File: src/rtl/platform_layer_painter.sv
// platform_layer_painter
// Produces per-pixel platform colour and transparency for the current beam
// position. Game logic fills a shadow table of platforms; a commit publishes
// the shadow into the active table at the next frame start, so a frame is
// always drawn from one consistent table. The lookup is a two-stage pipeline
// and the beam coordinates and draw flag are delayed to match it.
module platform_layer_painter #(
  parameter int              NUM_PLATFORMS = 8,
  parameter int              PLAT_W        = 60,
  parameter int              PLAT_H        = 12,
  parameter logic [2:0][3:0] BODY_COLOR    = {4'h2, 4'hC, 4'h6},
  parameter logic [2:0][3:0] EDGE_COLOR    = {4'h1, 4'h7, 4'h2}
) (
  input  logic                           clk,
  input  logic                           reset,
  input  logic [10:0]                    beam_x,
  input  logic [9:0]                     beam_y,
  input  logic                           draw,
  input  logic                           frame_start,
  input  logic                           wr_valid,
  output logic                           wr_ready,
  input  logic [$clog2(NUM_PLATFORMS)-1:0] wr_index,
  input  logic [10:0]                    wr_x,
  input  logic [9:0]                     wr_y,
  input  logic                           wr_active,
  input  logic                           commit,
  output logic                           commit_pending,
  output logic [10:0]                    beam_x_out,
  output logic [9:0]                     beam_y_out,
  output logic                           draw_out,
  output logic [2:0][3:0]                platform_colors,
  output logic                           platform_transparencies
);

  // One table slot: left column, top row, enable.
  typedef struct packed {
    logic [10:0] x;
    logic [9:0]  y;
    logic        active;
  } slot_t;

  // Sums are one bit wider than the coordinates so a platform hanging off
  // the right or bottom edge never wraps back onto column or row 0.
  localparam logic [11:0] PLAT_W_12   = 12'(PLAT_W);
  localparam logic [10:0] PLAT_H_11   = 11'(PLAT_H);
  localparam logic [10:0] PLAT_H_M1   = 11'(PLAT_H - 1);

  slot_t shadow_tbl [NUM_PLATFORMS];
  slot_t active_tbl [NUM_PLATFORMS];
  slot_t view_tbl   [NUM_PLATFORMS];

  logic                     apply_commit;
  logic [NUM_PLATFORMS-1:0] hit_comb;
  logic [NUM_PLATFORMS-1:0] edge_comb;

  // Stage 1 registers
  logic [10:0]              bx_s1;
  logic [9:0]               by_s1;
  logic                     draw_s1;
  logic [NUM_PLATFORMS-1:0] hit_s1;
  logic [NUM_PLATFORMS-1:0] edge_s1;

  // Stage 2 selection results
  logic                     sel_found;
  logic                     sel_edge;

  // Writes are refused while a commit waits, so the published shadow is
  // exactly what game logic had when it committed.
  assign wr_ready     = ~commit_pending;
  assign apply_commit = frame_start & commit_pending;

  // Shadow table: accepts handshaked writes from game logic.
  // NOTE: the tables are small register files, not RAM, so they are reset
  // explicitly; a RAM macro would need a clear sequence instead.
  always_ff @(posedge clk) begin
    if (reset) begin
      for (int i = 0; i < NUM_PLATFORMS; i++) shadow_tbl[i] <= '0;
    end else if (wr_valid && wr_ready) begin
      shadow_tbl[wr_index] <= '{x: wr_x, y: wr_y, active: wr_active};
    end
  end

  // Active table and commit flag: publish the shadow on a frame start.
  // NOTE: non-blocking assignments keep every register in this clock domain
  // reading pre-edge values, independent of block ordering.
  always_ff @(posedge clk) begin
    if (reset) begin
      for (int i = 0; i < NUM_PLATFORMS; i++) active_tbl[i] <= '0;
      commit_pending <= 1'b0;
    end else if (apply_commit) begin
      active_tbl     <= shadow_tbl;
      commit_pending <= 1'b0;
    end else if (commit) begin
      commit_pending <= 1'b1;
    end
  end

  // Table as seen by the pixel presented this cycle: a frame-start pixel
  // already sees the table that is being published on this edge.
  // NOTE: every output of a combinational block gets a default first so no
  // path can leave it unassigned and infer a latch.
  always_comb begin
    for (int i = 0; i < NUM_PLATFORMS; i++) begin
      view_tbl[i] = apply_commit ? shadow_tbl[i] : active_tbl[i];
    end
  end

  // Per-slot rectangle hit and edge-row test for the incoming pixel.
  always_comb begin
    hit_comb  = '0;
    edge_comb = '0;
    for (int i = 0; i < NUM_PLATFORMS; i++) begin
      hit_comb[i] = view_tbl[i].active
                  && ({1'b0, beam_x} >= {1'b0, view_tbl[i].x})
                  && ({1'b0, beam_x} <  ({1'b0, view_tbl[i].x} + PLAT_W_12))
                  && ({1'b0, beam_y} >= {1'b0, view_tbl[i].y})
                  && ({1'b0, beam_y} <  ({1'b0, view_tbl[i].y} + PLAT_H_11));
      edge_comb[i] = (beam_y == view_tbl[i].y)
                  || ({1'b0, beam_y} == ({1'b0, view_tbl[i].y} + PLAT_H_M1));
    end
  end

  // Stage 1: register beam, draw and the per-slot hit/edge vectors.
  always_ff @(posedge clk) begin
    if (reset) begin
      bx_s1   <= '0;
      by_s1   <= '0;
      draw_s1 <= 1'b0;
      hit_s1  <= '0;
      edge_s1 <= '0;
    end else begin
      bx_s1   <= beam_x;
      by_s1   <= beam_y;
      draw_s1 <= draw;
      hit_s1  <= hit_comb;
      edge_s1 <= edge_comb;
    end
  end

  // Priority select: scanning downward lets the lowest-index hit win.
  always_comb begin
    sel_found = 1'b0;
    sel_edge  = 1'b0;
    for (int i = NUM_PLATFORMS - 1; i >= 0; i--) begin
      if (hit_s1[i]) begin
        sel_found = 1'b1;
        sel_edge  = edge_s1[i];
      end
    end
  end

  // Stage 2: register colour, transparency and the aligned beam signals.
  always_ff @(posedge clk) begin
    if (reset) begin
      beam_x_out              <= '0;
      beam_y_out              <= '0;
      draw_out                <= 1'b0;
      platform_colors         <= '0;
      platform_transparencies <= 1'b1;
    end else begin
      beam_x_out <= bx_s1;
      beam_y_out <= by_s1;
      draw_out   <= draw_s1;
      if (draw_s1 && sel_found) begin
        platform_colors         <= sel_edge ? EDGE_COLOR : BODY_COLOR;
        platform_transparencies <= 1'b0;
      end else begin
        platform_colors         <= '0;
        platform_transparencies <= 1'b1;
      end
    end
  end

endmodule

File: config.mk
export PLATFORM = sky130hd
export DESIGN_NAME = platform_layer_painter
export DESIGN_NICKNAME = d
export VERILOG_FILES = /design/src/rtl/platform_layer_painter.sv
export SDC_FILE = /design/constraint.sdc
export NUM_CORES = 1
export LEC_CHECK = 0
export BUFFER_PORTS_ARGS = -buffer_cell sky130_fd_sc_hd__buf_2
export CAP_MARGIN = 25
export CELL_PAD_IN_SITES_DETAIL_PLACEMENT = 0
export CELL_PAD_IN_SITES_GLOBAL_PLACEMENT = 1
export CORE_MARGIN = 5
export CORE_UTILIZATION = 52
export DETAILED_ROUTE_END_ITERATION = 10
export GPL_ROUTABILITY_DRIVEN = 0
export PLACE_DENSITY = 0.92
export SLEW_MARGIN = 10
export SYNTH_ARGS = -nofsm -noshare
export SYNTH_HDL_FRONTEND = slang
export SYNTH_SLANG_ARGS = --single-unit
File: constraint.sdc
create_clock -name clk -period 7.6 [get_ports clk]
set_input_delay 0.76 -clock clk [delete_from_list [all_inputs] [get_ports clk]]
set_output_delay 0.76 -clock clk [all_outputs]
set_load 0.05 [all_outputs]
==> summary.md, run 1 <==
| Metric | Value |
|---|---|
| Status | complete, no violations |
| CP Class | reg -> reg |
| Routed Antenna Nets | 0 |
| Port bufs | 84 |
| Share of layout cells above drive strength 1 | 0.0723 |
| TritonCTS Buffers | 44 |
| Vias/cell | 5.93 |
| Slew Viols, Final | 0 |
| Synth top area share | 0.328 |
| Number of detailed-route iterations in the first pass | 5 |
| Io pins | about 90 |
| Register area share after synthesis | 0.328 |
| Area share of fa/ha/maj cells after synthesis | 0.163 |
| Top_reg_cell synth | dfxtp_1 |
| Clock tree buffer depth | 3 |
| Sw Ratio | 0.255 |
| DR iter-0 viols | approximately 1600 |
| Average size of a mapped cell | ~8.5 sq um |
| Multi-input gate area | 0.0161 sq mm |
| Compound-Gate Fraction of Synth Area | 0.150 |
| Flop pwr share | 0.434 |
| Gate Count Post-Synth | roughly 3000 |
| Hold_ws | about 0.43 ns |
| Die Y-Extent | 231 um |
| First-pass GRT wire length | approximately 110000 um |
| CTS resizes | 0 |
| CTS Hold Buffers Added | 0 |
| Min Tclk post-route | ~4.6 ns |
| Clock skew | slightly above 0.03 ns |
| Leak | 11.7 nW |
| Drt drc | 0 |
| R2R Path End | hit_s1[5] |
| # setup viols final | 0 |
| Max IR drop VDD | between 0.15 and 0.2 mV |
| Clk root buf | clkbuf_16 |
| Worst-Margin Slew | 1.04 ns |
| Synth async-reset ratio | 0 |
| DRT Wirelength | around 72000 um |
| Antenna diodes | 0 |
| Total negative slack | 0 ns |
| FF+latch area | about 0.0083 sq mm |
| Yosys cell types | 83 |
| R2R Setup Slk | 3.02 ns |
| P per Cell Area | ~190 mW/mm^2 |
| Area growth syn-to-layout | 8.97% |
| Clock network fraction of design power | 0.451 |
| Comb pwr share | 0.115 |
| Clock sink total | roughly 420 |
| Register bit total from synthesis | between 400 and 500 |
| Fill cell count | ~4400 |
| Rows | 81 |
| Post-synthesis mux area share | 0.0638 |
| Post-DP HPWL | just under 50000 um |
| Avg WL per Cell | between 15 and 20 um |
| Pin count of the biggest net entering global routing | about 200 |
| Hold Crit Class | reg -> reg |
| Crit-path max FO | 71 |
| Ys Warns | 0 |
| EDFF count, synth | 0 |
| Total GRT Usage | 0.259 |
| Initial antenna violation count | 0 |
| Worst setup EP type | flip-flop |
| Unrepaired setup endpoints after global routing | no |
| Worst path required time | 8.09 ns |
| Mapped cell area | 0.0254 sq mm |
| Routed via count | 21664 |
| Leading area contributor after synthesis | dfxtp_1 |
| Reg-to-Reg Start | commit_pending |
| Vias in the first global route | around 21000 |
| CTS tree | done |
| Critical Path AT | 5.07 ns |
| Clock slew at reported path FFs | 0.06 ns |
| Switching power | ~0.0013 W |
| Area contributors post-synth | dfxtp_1 33%, ha_1 16%, nand2_1 7.1% |
| H-tree lvl count | 2 |
| XOR/XNOR Fraction of Synth Area | 0.0654 |
| Internal power | roughly 0.0038 W |
| Final Cycle Share | 0.602 |
| Core area | 0.0486 sq mm |
| Final net count | around 3400 |
| Die width | between 200 and 250 um |
| Worst r2r path cells | 13 |
| Post-CTS Repair Setup Buffers | 0 |
| Die area | around 0.053 sq mm |
| Largest family of logic cells by synthesized area | simple AND/OR/NAND/NOR gates |
| Slew HR | 0.305 |
| Endpoints failing hold | 0 |
| Simple-gate share of the synthesized area | 0.190 |
| Critical Path Start | commit_pending |
| # Max-Cap Violations | 0 |
| Starting Density | 0.523 |
| Total power | around 0.0052 W |
| Skew-Pair Late Insertion Delay | between 0.5 and 0.6 ns |
| Fmax | ~220 MHz |
| Nature of the critical path startpoint | flip-flop |
| Aggregate global routing overflow | 0 |
| Crit path to | hit_s1[5] |
-- metrics by stage --
step           utilization  setup WS [ns]  cell area, sq um  instances
3_3_place_gp         0.535           2.70             26000       3566
2_1_floorplan            -           3.34             25400       2997
5_1_grt              0.570           2.67             27700       3651
6_report             0.570           3.02             27700       3651
3_5_place_dp         0.536           2.71             26100       3567
4_1_cts              0.568           3.07             27600       3645
-- per-layer routing --
layer | routed length, um | vias up | share of wire | GRT usage
met2 | 33400 | 719 | 0.47 | 0.435
li1 | - | 10448 | - | -
met3 | 4080 | 207 | 0.057 | 0.0310
met4 | 3040 | 0 | 0.042 | 0.107
met1 | 31300 | 10290 | 0.44 | 0.339
met5 | 0 | - | 0 | 0
-- critical path: stages, from the launching register on --
cell,delay [ns]
dfxtp_2,0.45
nand2_8,0.58
buf_4,0.48
mux2i_1,0.69
ha_1,0.29
nand2b_1,0.20
o21ai_0,0.09
o21ai_0,0.11
ha_1,0.26
a2111oi_0,0.50
a21oi_1,0.13
o31ai_1,0.10
a31oi_1,0.21
nor4_1,0.30
-- power groups by stage --
stage,clock network [W],registers [W],logic (W)
2_1_floorplan,0,0.00229,0.000385
5_1_grt,0.00245,0.00224,0.000651
6_report,0.00232,0.00223,0.000595
4_1_cts,0.00236,0.00223,0.000587
3_5_place_dp,0,0.00228,0.000583
3_3_place_gp,0,0.00228,0.000558
-- flip-flops by register name, indices dropped and copies added, names as in the netlist --
register,flops
commit_pending,1
active_tbl,176
draw_s1,1
beam_y_out,10
hit_s1,8
bx_s1,11
shadow_tbl,176
draw_out,1
platform_transparencies,1
beam_x_out,11
by_s1,10
platform_colors,3
edge_s1,8
-- cells in the final DEF (no fill, tap or decap), types with 10 or more instances in the layout --
master     count
nand4_1       24
a211o_1       11
a21o_1        56
nand3b_1      10
o31ai_1       11
buf_2         83
nor2b_1       71
clkbuf_1      13
mux2i_1      146
nand2_1      484
or2_2         10
nand2b_1      44
and3_1        11
inv_1         61
dfxtp_1      416
o2111ai_1     11
xor2_1        77
a31oi_1       27
nor3_1        52
nand3_1       44
o211ai_1      19
clkbuf_16     46
xnor2_1      113
ha_1         328
a21oi_1      278
o21ai_0       92
a2111oi_0     10
o21a_1        19
nor2_1       239
a211oi_1      27
buf_4         21
-- cell families (layout without fill, tap and decap cells) --
logic type | Yosys count | count (layout)
simple gates | 1058 | 1058
compound gates | 619 | 619
flops | 417 | 417
fa+ha+maj | 331 | 331
buf+inv | 220 | 252
xor+xnor | 190 | 190
mux | 158 | 158
other cells | 1 | 4
-- synth_stat cells, types with 44 or more instances --
cell type	instances
nand3_1	44
o21ai_0	92
nand2b_1	44
clkbuf_1	89
dfxtp_1	417
mux2i_1	146
nand2_1	484
ha_1	328
inv_1	61
a21oi_1	278
xor2_1	77
nor2b_1	71
nor3_1	53
xnor2_1	113
a21o_1	56
nor2_1	239
-- area by class of cell --
cell class / count / share of cell area
Multi-Input combinational cell: 2360 / 0.580
Timing Repair Buffer: 113 / 0.0262
Clock inverter: 15 / 0.0104
Clock buffer: 63 / 0.0453
Sequential cell: 417 / 0.301
Inverter: 61 / 0.00826
Tap cell: 622 / 0.0281
-- worst min-delay path by stage --
| stage | startpoint | endpoint | slack [ns] | cells past startpoint |
|---|---|---|---|---|
| 5_1_grt | by_s1[7] | beam_y_out[7] | 0.45 | 1 |
| 3_5_place_dp | by_s1[3] | beam_y_out[3] | 0.42 | 1 |
| 2_1_floorplan | bx_s1[0] | beam_x_out[0] | 0.41 | 1 |
| 4_1_cts | by_s1[7] | beam_y_out[7] | 0.44 | 1 |
| 3_3_place_gp | bx_s1[8] | beam_x_out[8] | 0.42 | 1 |
| 6_report | by_s1[0] | beam_y_out[0] | 0.43 | 1 |
(Power assumes the default switching activity.)
==> inputs of run 2 (changes only) <==
Settings changed: CORE_UTILIZATION 52 to 48, PLACE_DENSITY 0.92 to 0.86.
Clock period 7.6 ns to 4.5 ns, I/O delays scaled along.
==> summary.md, run 2 (synthesis gave the netlist of run 1 again) <==
| Metric | Value |
|---|---|
| Status | complete, no violations |
| Area growth syn-to-layout | 11.3% |
| Endpoints failing hold | 0 (unchanged) |
| Cell family with the largest share of critical-path delay | simple AND/OR/NAND/NOR gates |
| Avg WL per Cell | 19.8 um (+0.45%) |
| Unrepaired setup endpoints after global routing | no |
| Antenna diodes | 0 (unchanged) |
| Min Tclk post-route | 3.92 ns (-0.654 ns) |
| M3 GR Usage | 0.0357 (+0.00468) |
| Share of layout cells above drive strength 1 | 0.0923 (+0.0200) |
| Routed Antenna Nets | 0 (unchanged) |
| Leak | 12.0 nW (+2.4%) |
| Worst-Margin Slew | 1.08 ns (+0.0336 ns) |
| CP Class | reg -> reg |
| Routed via count | 21808 (+0.66%) |
| Core area | 0.0526 sq mm (+8.0%) |
| Nature of the critical path startpoint | flip-flop |
| Number of detailed-route iterations in the first pass | 5 (unchanged) |
| Critical Path AT | 4.34 ns (-0.73 ns) |
| Initial antenna violation count | 0 (unchanged) |
| Grt met1 use | 0.331 (-0.00886) |
| Worst path required time | 4.92 ns (-3.17 ns) |
| Reg-to-Reg Start | commit_pending |
| Fill cell count | 4823 (+11%) |
| Starting Density | 0.484 (-0.0388) |
| CTS Hold Buffers Added | 0 (unchanged) |
| Vias/cell | 5.77 (-2.7%) |
| Dpl cell area | 0.0266 sq mm (+2.0%) |
| # Max-Cap Violations | 0 (unchanged) |
| Hold Crit Class | in -> reg |
| Worst Path Buf+Inv | 1 (unchanged) |
| Max IR drop VDD | 0.325 mV (+78%) |
| Vias in the first global route | 21356 (+2.6%) |
| DRT Wirelength | 74600 um (+3.9%) |
| Clk root buf | clkbuf_16 |
| Crit-path max FO | 30 (-58%) |
| Min-delay src | draw |
| Clock tree buffer depth | 3 (unchanged) |
| Final Cycle Share | 0.872 (+0.270) |
| GR peak layer | met2 |
| Post-DP HPWL | 51500 um (+6.6%) |
| Slowest stage cell on the critical path | nor3b_1 |
| Finished Core Util | 0.538 (-0.0312) |
| Die width | 240 um (+3.9%) |
| Clock slew at reported path FFs | 0.06 ns (about the same) |
| Die area | 0.0577 sq mm (+8.0%) |
| Rows | 84 (+3.7%) |
| Worst setup EP type | flip-flop |
| Dpl cells | 3690 (+3.4%) |
| Io pins | 89 (unchanged) |
| Slew Viols, Final | 0 (unchanged) |
| Slew HR | 0.277 (-0.0279) |
| TritonCTS Buffers | 46 (+4.5%) |
| Skew-Pair Late Insertion Delay | 0.59 ns (about the same) |
| Aggregate global routing overflow | 0 (unchanged) |
| Die Y-Extent | 240 um (+3.9%) |
| Clock skew | 0.0125 ns (-0.0178 ns) |
| P per Cell Area | 314 mW/mm^2 (+69%) |
| Critical Path Start | commit_pending |
| CTS tree | done |
| DR iter-0 viols | 1579 (-2.6%) |
| CTS resizes | 0 (unchanged) |
| Largest stage delay, worst path | 0.80 ns (+0.11 ns) |
| Top Registers | active_tbl x176, shadow_tbl x176 |
| Most used cell, CP | o21ai_0 |
| Pin count of the biggest net entering global routing | 154 (-25%) |
| Final net count | 3434 (+1.7%) |
| Drt drc | 0 (unchanged) |
| Port bufs | 84 (unchanged) |
| Total negative slack | 0 ns (unchanged) |
| H-tree lvl count | 2 (unchanged) |
| # setup viols final | 0 (unchanged) |
| Post-CTS Repair Setup Buffers | 0 (unchanged) |
| Commonest non-fill, non-tap cells in the layout | 484 x nand2_1, 416 x dfxtp_1, 328 x ha_1 |
| First-pass GRT wire length | 117000 um (+3.7%) |
| Most common cell after layout, fill and taps aside | nand2_1 |
| Worst-path cell chain | nand2_8 -> buf_4 -> or3_1 -> o31ai_1 -> a311o_1 -> xnor2_1 -> ha_1 -> o211ai_1 -> o21ai_0 -> o21ai_0 -> nor3b_1 -> nor4_1 |
| Non-filler cells, final | 3777 (+3.5%) |
| Total GRT Usage | 0.252 (-0.00720) |
| Total power | 0.00888 W (+72%) |
| Post-route cell area | 0.0283 sq mm (+2.1%) |
| Met2 usage | 0.423 (-0.0119) |
| Clock sink total | 417 (unchanged) |
| Fmax | 255 MHz (+17%) |
-- run 2: metrics by stage --
| stage | setup WS, ns | hold WS (ns) |
|---|---|---|
| after CTS | 0.624 | 0.173 |
| final | 0.578 | 0.188 |
| after detailed placement | 0.503 | 0.423 |
| after global placement | 0.529 | 0.419 |
| after global routing | 0.320 | 0.169 |
| after floorplan | 0.451 | 0.414 |
-- run 2: worst paths after layout --
path | end | slack [ns] | cells past startpoint
setup / recovery | hit_s1[5] | 0.58 | 12
hold / removal | draw_s1 | 0.19 | 2
setup reg to reg | hit_s1[5] | 0.58 | 12
hold reg to reg | beam_x_out[4] | 0.43 | 1
-- run 2: worst register-to-register path, stage by stage, from the launching register on --
cell and delay [ns]:
dfxtp_2 0.55, nand2_8 0.30, buf_4 0.32, or3_1 0.32, o31ai_1 0.18, a311o_1 0.37
xnor2_1 0.09, ha_1 0.31, o211ai_1 0.08, o21ai_0 0.15, o21ai_0 0.10, nor3b_1 0.80
nor4_1 0.19
-- run 2: area by class of cell --
class / instances / area (sq um) / share of cell area
Clock inverter: 17 / 249 / 0.00880
Sequential cell: 417 / 8350 / 0.295
Clock buffer: 66 / 1390 / 0.0491
Timing Repair Buffer: 168 / 1130 / 0.0400
Tap cell: 688 / 861 / 0.0304
Inverter: 61 / 229 / 0.00809
Multi-Input combinational cell: 2360 / 16100 / 0.568
-- run 2: per-layer routing --
| layer | share of wire | vias up | wire length [um] |
|---|---|---|---|
| li1 | - | 10553 | - |
| met1 | 0.44 | 10450 | 33100 |
| met2 | 0.46 | 636 | 34500 |
| met3 | 0.056 | 169 | 4210 |
| met4 | 0.038 | 0 | 2830 |
| met5 | 0 | - | 0 |
-- run 2: power breakdown --
part           leakage (nW)  internal, W  switching [W]  total [W]
Clock                 0.797      0.00249        0.00158    0.00407
Combinational          7.82     0.000357       0.000673    0.00103
Sequential             3.37      0.00375      0.0000290    0.00377
Total                  12.0      0.00659        0.00229    0.00888
==> inputs of run 3 (changes only) <==
Settings changed: CORE_MARGIN 5 to 2.
==> summary.md, run 3 (synthesis gave the netlist of run 1 again) <==
| Metric | Value |
|---|---|
| Status | complete, no violations |
| Drt drc | 0 (unchanged) |
| Post-DP HPWL | 51100 um (-0.82%) |
| Met1 WL | 32500 um (-1.8%) |
| Die width | 234 um (-2.5%) |
| CTS Hold Buffers Added | 0 (unchanged) |
| Area growth syn-to-layout | 10.7% |
| Worst path required time | 4.98 ns (+0.06 ns) |
| Endpoints failing hold | 0 (unchanged) |
| Routed via count | 21582 (-1.0%) |
| Aggregate global routing overflow | 0 (unchanged) |
| Highest metal used | met4 |
| Met3 routed WL | 3750 um (-11%) |
| Die area | 0.0548 sq mm (-4.9%) |
| P per Cell Area | 308 mW/mm^2 (-1.7%) |
| Unrepaired setup endpoints after global routing | no |
| Slew HR | 0.295 (+0.0179) |
| Port bufs | 84 (unchanged) |
| # setup viols final | 0 (unchanged) |
| Pin count of the biggest net entering global routing | 138 (-10%) |
| H-tree lvl count | 2 (unchanged) |
| Most common cell after layout, fill and taps aside | nand2_1 |
| Routed Antenna Nets | 0 (unchanged) |
| Number of detailed-route iterations in the first pass | 6 (+1) |
| Commonest non-fill, non-tap cells in the layout | 484 x nand2_1, 416 x dfxtp_1, 328 x ha_1 |
| Skew-Pair Late Insertion Delay | 0.60 ns (about the same) |
| Vias/cell | 5.73 (-0.72%) |
| Fill cell count | 4792 (-0.64%) |
| Met2 wire length | 33600 um (-2.7%) |
| First-pass GRT wire length | 115000 um (-1.1%) |
| CP Class | reg -> reg |
| Share of layout cells above drive strength 1 | 0.0884 (-0.00387) |
| Die Y-Extent | 234 um (-2.5%) |
| Post-CTS Repair Setup Buffers | 0 (unchanged) |
| Top Registers | active_tbl x176, shadow_tbl x176 |
| Starting Density | 0.485 (+0.000970) |
| Vias in the first global route | 21468 (+0.52%) |
| Finished Core Util | 0.537 (-0.00145) |
| Fmax | 253 MHz (-0.68%) |
| Core area | 0.0524 sq mm (-0.20%) |
| # Max-Cap Violations | 0 (unchanged) |
| Worst setup EP type | flip-flop |
| Leak | 11.9 nW (-0.48%) |
| Critical Path AT | 4.43 ns (+0.09 ns) |
| Hold Crit Class | in -> reg |
| Clock tree buffer depth | 3 (unchanged) |
| Crit-path max FO | 41 (+37%) |
| Io pins | 89 (unchanged) |
| Max IR drop VDD | 0.254 mV (-22%) |
| CTS resizes | 0 (unchanged) |
| Worst setup margin | 0.551 ns (-0.0268 ns) |
| Final net count | 3421 (-0.38%) |
| DR iter-0 viols | 1354 (-14%) |
| Nature of the critical path startpoint | flip-flop |
| Total negative slack | 0 ns (unchanged) |
| Slew Viols, Final | 0 (unchanged) |
| Rows | 84 (unchanged) |
| Post-place setup slack | 0.370 ns (-0.133 ns) |
| Antenna diodes | 0 (unchanged) |
| Clk root buf | clkbuf_16 |
| Clock sink total | 417 (unchanged) |
| Initial antenna violation count | 0 (unchanged) |
| Worst-Margin Slew | 1.06 ns (-0.0186 ns) |
| Total power | 0.00868 W (-2.2%) |
| TritonCTS Buffers | 47 (+2.2%) |
| Clock slew at reported path FFs | 0.06 ns (about the same) |
| Final Cycle Share | 0.878 (+0.00595) |
| Min Tclk post-route | 3.95 ns (+0.0268 ns) |
| DRT Wirelength | 72400 um (-3.0%) |
| Avg WL per Cell | 19.2 um (-2.6%) |
| Total GRT Usage | 0.266 (+0.0142) |
| Clock skew | 0.0239 ns (+0.0114 ns) |
| CTS tree | done |
[run 3: metal layers]
layer  GRT usage  vias up
met2       0.446      592
met1       0.348    10298
li1            -    10537
met5           0        -
met3      0.0322      155
met4       0.104        0
[run 3: metrics by stage]
step / cell area, sq um / cells / hold slack, ns
floorplan: 25400 / 2997 / 0.414
global placement: 26500 / 3674 / 0.416
detailed placement: 26500 / 3676 / 0.423
CTS: 28100 / 3761 / 0.160
global route: 28200 / 3765 / 0.184
finish: 28200 / 3765 / 0.184
[run 3: critical path: stages (launching register included)]
cell and delay (ns):
dfxtp_2 0.59, nand2_8 0.36, buf_12 0.29, mux2i_1 0.13, buf_4 0.17, ha_1 0.22, nand2b_1 0.22, o21ai_0 0.19
o21ai_0 0.12, ha_1 0.29, a2111oi_0 0.61, a21oi_1 0.17, o31ai_1 0.11, a31oi_1 0.08, nor4_1 0.27
[run 3: final cells by class]
type / instances / area (sq um) / share of cell area
timing repair buffer: 154 / 1060 / 0.0378
clock buffer: 71 / 1440 / 0.0510
tap: 688 / 861 / 0.0306
clock inverter: 14 / 138 / 0.00489
inverter: 61 / 229 / 0.00813
multi-input combinational: 2360 / 16100 / 0.571
sequential: 417 / 8350 / 0.296
[run 3: where the power goes]
| part | switching [W] | internal (W) | total (W) | leakage, nW |
|---|---|---|---|---|
| Sequential | 0.0000290 | 0.00375 | 0.00378 | 3.37 |
| Combinational | 0.000660 | 0.000355 | 0.00101 | 7.78 |
| Clock | 0.00158 | 0.00231 | 0.00389 | 0.784 |
| Total | 0.00227 | 0.00641 | 0.00868 | 11.9 |
[run 3: path summary, 6_finish.rpt]
kind	startpoint	endpoint	slack, ns	depth (start not counted)
worst max register to register	commit_pending	hit_s1[5]	0.55	14
worst min-delay path	commit	commit_pending	0.18	3
worst max-delay path	commit_pending	hit_s1[5]	0.55	14
worst min register to register	by_s1[8]	beam_y_out[8]	0.44	1
